[config.mk]
export PLATFORM = sky130hd
export DESIGN_NAME = serial_sort_array
export DESIGN_NICKNAME = d
export VERILOG_FILES = /design/src/rtl/serial_sort_array.sv
export SDC_FILE = /design/constraint.sdc
export NUM_CORES = 1
export LEC_CHECK = 0
export ABC_AREA = 1
export CAP_MARGIN = 20
export CORE_ASPECT_RATIO = 0.7
export CORE_MARGIN = 1.5
export CORE_UTILIZATION = 30
export DETAILED_ROUTE_END_ITERATION = 8
export MAX_ROUTING_LAYER = met4
export PLACE_DENSITY = 0.44
export SLEW_MARGIN = 25
export SYNTH_ARGS = -nofsm -noshare
export SYNTH_HDL_FRONTEND = slang
export SYNTH_SLANG_ARGS = --single-unit
export TNS_END_PERCENT = 20
[constraint.sdc]
create_clock -name clk -period 2.1 [get_ports clk]
set_input_delay 0.63 -clock clk [delete_from_list [all_inputs] [get_ports clk]]
set_output_delay 0.63 -clock clk [all_outputs]
set_load 0.05 [all_outputs]
[src/rtl/serial_sort_array.sv]
// serial_sort_array: insertion-sort array of DEPTH cells. Words are inserted
// one per cycle into their sorted position (stable for equal values), then
// drained from cell 0 in order after a one-cycle drain request.
//
// Ports:
//   clk       - single clock, rising edge
//   reset     - synchronous, active-high reset
//   in_valid  - in_data offered for insertion
//   in_data   - word to insert
//   in_ready  - insertion accepted this cycle
//   drain     - one-cycle request to start clocking out sorted data
//   out_valid - out_data holds the next sorted word
//   out_data  - head cell (cell 0) contents
//   out_ready - consumer takes out_data this cycle
//   count     - number of occupied cells
//
// Configuration macro SORT_DESCENDING_EN: when defined the order is
// descending with all-zeros fill; otherwise ascending with all-ones fill.
module serial_sort_array #(
  parameter int unsigned DATA_WIDTH = 8,
  parameter int unsigned DEPTH      = 8
) (
  input  logic                         clk,
  input  logic                         reset,
  input  logic                         in_valid,
  input  logic [DATA_WIDTH-1:0]        in_data,
  output logic                         in_ready,
  input  logic                         drain,
  output logic                         out_valid,
  output logic [DATA_WIDTH-1:0]        out_data,
  input  logic                         out_ready,
  output logic [$clog2(DEPTH+1)-1:0]   count
);

  localparam int unsigned CW = $clog2(DEPTH + 1);

`ifdef SORT_DESCENDING_EN
  localparam logic [DATA_WIDTH-1:0] Fill = '0;
`else
  localparam logic [DATA_WIDTH-1:0] Fill = '1;
`endif

  typedef enum logic {StLoad, StDrain} state_e;

  state_e                  r_state;
  state_e                  w_state_next;
  logic                    w_push;
  logic                    w_pop;

  logic [DATA_WIDTH-1:0]   r_data [DEPTH];
  logic [DEPTH-1:0]        r_occ;
  logic [CW-1:0]           r_count;

  // w_ge[i]: cell i lies at or above the insertion point. Because occupied
  // cells are sorted and contiguous from cell 0, this vector is monotone.
  logic [DEPTH-1:0]        w_ge;
  logic [DEPTH-1:0]        w_prev_ge;
  logic [DEPTH-1:0]        w_prev_occ;
  logic [DATA_WIDTH-1:0]   w_prev_data [DEPTH];
  logic [DEPTH-1:0]        w_next_occ;
  logic [DATA_WIDTH-1:0]   w_next_data [DEPTH];

  for (genvar g = 0; g < DEPTH; g++) begin : g_cell
`ifdef SORT_DESCENDING_EN
    assign w_ge[g] = !r_occ[g] || (r_data[g] < in_data);
`else
    assign w_ge[g] = !r_occ[g] || (r_data[g] > in_data);
`endif

    if (g == 0) begin : g_first
      assign w_prev_ge[g]   = 1'b0;
      assign w_prev_occ[g]  = 1'b1;
      assign w_prev_data[g] = Fill;
    end else begin : g_inner
      assign w_prev_ge[g]   = w_ge[g-1];
      assign w_prev_occ[g]  = r_occ[g-1];
      assign w_prev_data[g] = r_data[g-1];
    end

    if (g == DEPTH - 1) begin : g_top
      assign w_next_occ[g]  = 1'b0;
      assign w_next_data[g] = Fill;
    end else begin : g_below
      assign w_next_occ[g]  = r_occ[g+1];
      assign w_next_data[g] = r_data[g+1];
    end
  end

  assign in_ready  = (r_state == StLoad) && (r_count < CW'(DEPTH)) && !drain;
  assign out_valid = (r_state == StDrain);
  assign out_data  = r_data[0];
  assign count     = r_count;

  always_comb begin
    w_state_next = r_state;
    w_push       = 1'b0;
    w_pop        = 1'b0;
    unique case (r_state)
      StLoad: begin
        if (drain && (r_count != '0)) begin
          w_state_next = StDrain;
        end else if (in_valid && in_ready) begin
          w_push = 1'b1;
        end
      end
      StDrain: begin
        if (out_ready) begin
          w_pop = 1'b1;
          if (r_count == CW'(1)) begin
            w_state_next = StLoad;
          end
        end
      end
      default: w_state_next = StLoad;
    endcase
  end

  always_ff @(posedge clk) begin
    if (reset) begin
      r_state <= StLoad;
      r_count <= '0;
      r_occ   <= '0;
      for (int i = 0; i < DEPTH; i++) begin
        r_data[i] <= Fill;
      end
    end else begin
      r_state <= w_state_next;
      if (w_push) begin
        r_count <= r_count + CW'(1);
        for (int i = 0; i < DEPTH; i++) begin
          if (w_ge[i]) begin
            // Insertion point takes the new word; cells above shift up.
            r_data[i] <= w_prev_ge[i] ? w_prev_data[i] : in_data;
            r_occ[i]  <= w_prev_occ[i];
          end
        end
      end else if (w_pop) begin
        r_count <= r_count - CW'(1);
        for (int i = 0; i < DEPTH; i++) begin
          r_data[i] <= w_next_data[i];
          r_occ[i]  <= w_next_occ[i];
        end
      end
    end
  end

endmodule

==> impl_metrics.csv <==
group,metric,value,unit
power,p_per_area,589,nW/um2
clock_network,numCtsBuffers,9,
setup_path,path_common_cell,"nand2_4",
setup_path,crit_path_end_kind,"flop",
run,drv_cap,0,
setup_path,worstPathCellList,"clkdlybuf4s15_2 -> inv_2 -> buf_6 -> ha_1 -> nand2_4 -> nor2_4 -> nand4_1 -> nand2_4 -> nand2_4 -> nand2_2 -> nand2_2 -> nor2_4 -> nor2_2",
setup_path,path_buf_inv,3,
clock_network,cts_hold_buf,0,
drt,drt-pass1-iter-count,5,
clock_network,cts_tree,"yes",
synth,netlist_instances,814,
timing,worst_pin_slew,0.539,ns
timing,clock.fmax,0.472,GHz
timing,clock_skew,0.00877,ns
cells_and_area,layout_commonest_cell,"nand2_1",
placed_design,io_buffers,26,
synth,synth_area_leaders,"edfxtp_1 (28%), nand2_1 (15%), ha_1 (14%)",
placed_design,post-place-cells,1173,
timing,rsz0062_at_grt,"yes",
setup_path,path_class,"in2reg",
clock_network,htreeDepth,3,
power,total_power,5.12,mW
synth,syn-num-nets,894,
timing,timing.final.ws_setup,-0.0164,ns
run_status,violations,"negative setup slack",
synth,yosys.area.top_type,"edfxtp_1",
synth,synth_top_area_frac,0.280,
drt,ant_nets,0,
timing,slew_violations,0,
cells_and_area,finalNonFillerCells,1204,
cells_and_area,drive_gt1_frac,0.324,
global_routing,antenna_found_initial,0,
floorplanning,row_count,43,
floorplanning,core,19700,um2
global_routing,track_usage,0.227,
placed_design,place_congestion,0.808,
setup_path,path_delay_family,"simple AND/OR/NAND/NOR gates",
floorplanning,die_area,20900,um2
cells_and_area,final_cell_mix,"nand2_1 (193), nand3_1 (93), buf_4 (82)",
clock_network,cts_buffer_depth,2,
global_routing,grt_max_degree,39,
power,ir_worst_vdd,0.349,mV
placed_design,dp_hpwl,15200,um
clock_network,root_buffer,"clkbuf_16",
clock_network,clock_latency,0.35,ns
placed_design,dp_slack,-0.832,ns
timing,finalSetupViolCount,9,
min_path,hp-class,"reg2reg",
timing,relSlewSlack,0.640,
setup_path,crit_slowest_cell,"ha_1",
drt,first_iter_violations,425,
cells_and_area,num_antenna_cells,0,
setup_path,cpPeakStageDelay,0.31,ns
global_routing,globalRouteOverflowTotal,0,
timing,fin_crit_sh,1.01,
global_routing,grt_pass1_vias,5696,
floorplanning,initial_core_util,0.305,
cells_and_area,area_growth,44.8,%
drt,drc,0,
cells_and_area,multiInputGateArea,4230,um2
timing,setup_tns,-0.0429,ns
drt,dr_total_vias,5888,
synth,ys_warn_count,0,
cells_and_area,final_util,0.441,
timing,fin_crit,2.12,ns
cells_and_area,fillers,2037,
clock_network,path_clk_slew,0.07,ns
timing,finalHoldViolCount,0,
floorplanning,fp.dieH,121,um
power,p_leak,3.88,nW
cells_and_area,regArea,2100,um2
drt,routedWlPerCell,18.4,um
synth,yosysSeqAreaShare,0.350,
run_status,status,"finished with violations",
synth,synth_seq_cells,77,
setup_path,critPathLaunchType,"primary input",
drt,drt_wl_total,22100,um
drt,viasPerCell,4.89,
setup_path,arrival,2.22,ns
clock_network,numClockSinks,77,
floorplanning,ios,27,
global_routing,grt_pass1_wl,33400,um
synth,ys_types,34,
cells_and_area,fin_nets,1009,
setup_path,path_max_fanout,5,
synth,syn_area_per_cell,7.37,um2
synth,syn_area,6000,um2
floorplanning,die_w,172,um
setup_path,crit_required,2.21,ns
==> area by class of cell <==
cell class              count  area share
multi-input cells         627       0.487
flip-flops and latches     77       0.242
repair buffers            131       0.160
well taps                 270      0.0389
inverters                  83      0.0379
clock buffers              12      0.0308
clock inverters             4     0.00317
==> registers in the layout, indices dropped and copies added, names as in the netlist <==
name,cells
count,4
r_data,64
out_valid,1
r_occ,8
==> layer usage <==
metal | vias up | part of all wire | track usage
met3 | 15 | 0.046 | 0.0424
met2 | 124 | 0.43 | 0.329
met1 | 2818 | 0.51 | 0.326
met5 | - | 0 | -
li1 | 2931 | - | -
met4 | 0 | 0.012 | 0.0462
==> report_power, final <==
part | switching, mW | leakage (nW) | internal (mW)
Sequential | 0.152 | 0.593 | 1.74
Combinational | 0.948 | 3.14 | 0.677
Clock | 0.689 | 0.145 | 0.910
==> cell usage after synthesis, drive strengths merged <==
cell / n
buf: 19
nand2: 251
a22oi: 1
or2: 5
inv: 82
dfxtp: 21
nor3: 2
edfxtp: 56
o21ai: 24
o221a: 1
a21o: 9
clkbuf: 12
nand3: 105
ha: 67
a31oi: 2
nand4: 9
a21oi: 42
nor2: 105
clkinv: 1
==> worst paths after layout <==
kind	depth (start not counted)	to	slack (ns)	from
max	13	r_data[0][33]	-0.02	in_data[6]
min	2	r_data[0][56]	0.51	r_data[0][56]
max reg2reg	12	r_data[0][47]	0.13	r_data[0][43]
min reg2reg	2	r_data[0][56]	0.51	r_data[0][56]
==> stage by stage <==
step	cell area (um2)	hold WS [ns]
after floorplan	6040	0.457
after global placement	7320	0.481
after detailed placement	7320	0.484
after CTS	8330	0.500
after global routing	8680	0.531
final	8680	0.507
==> cell families (layout without fill, tap and decap cells) <==
group / after synthesis / count (layout) / synth area share
buf+inv: 114 / 230 / 0.0832
compound gates: 79 / 79 / 0.0722
simple gates: 477 / 481 / 0.354
flops: 77 / 77 / 0.350
fa+ha+maj: 67 / 67 / 0.140
==> worst reg2reg max path, cell delays in order, from the launching register on <==
cell and delay (ns):
edfxtp_1 0.48, ha_4 0.32, nand2_1 0.04, inv_1 0.07, nand2_1 0.05, nand2_1 0.07, nand2_1 0.06, nand2_1 0.07
nand2_2 0.07, nand2_4 0.13, buf_6 0.11, nand2_2 0.06, nand2_4 0.13
==> repair_timing <==
item / in CTS / in global routing
gates cloned: 10 / 1
setup endpoints to repair: 129 / 125
buffers inserted: 3 / 1
gates resized for setup: 129 / 80
pin swaps: 59 / 54
hold endpoints to repair: 0 / 0
Note: power is estimated with default switching activity, not from simulation.
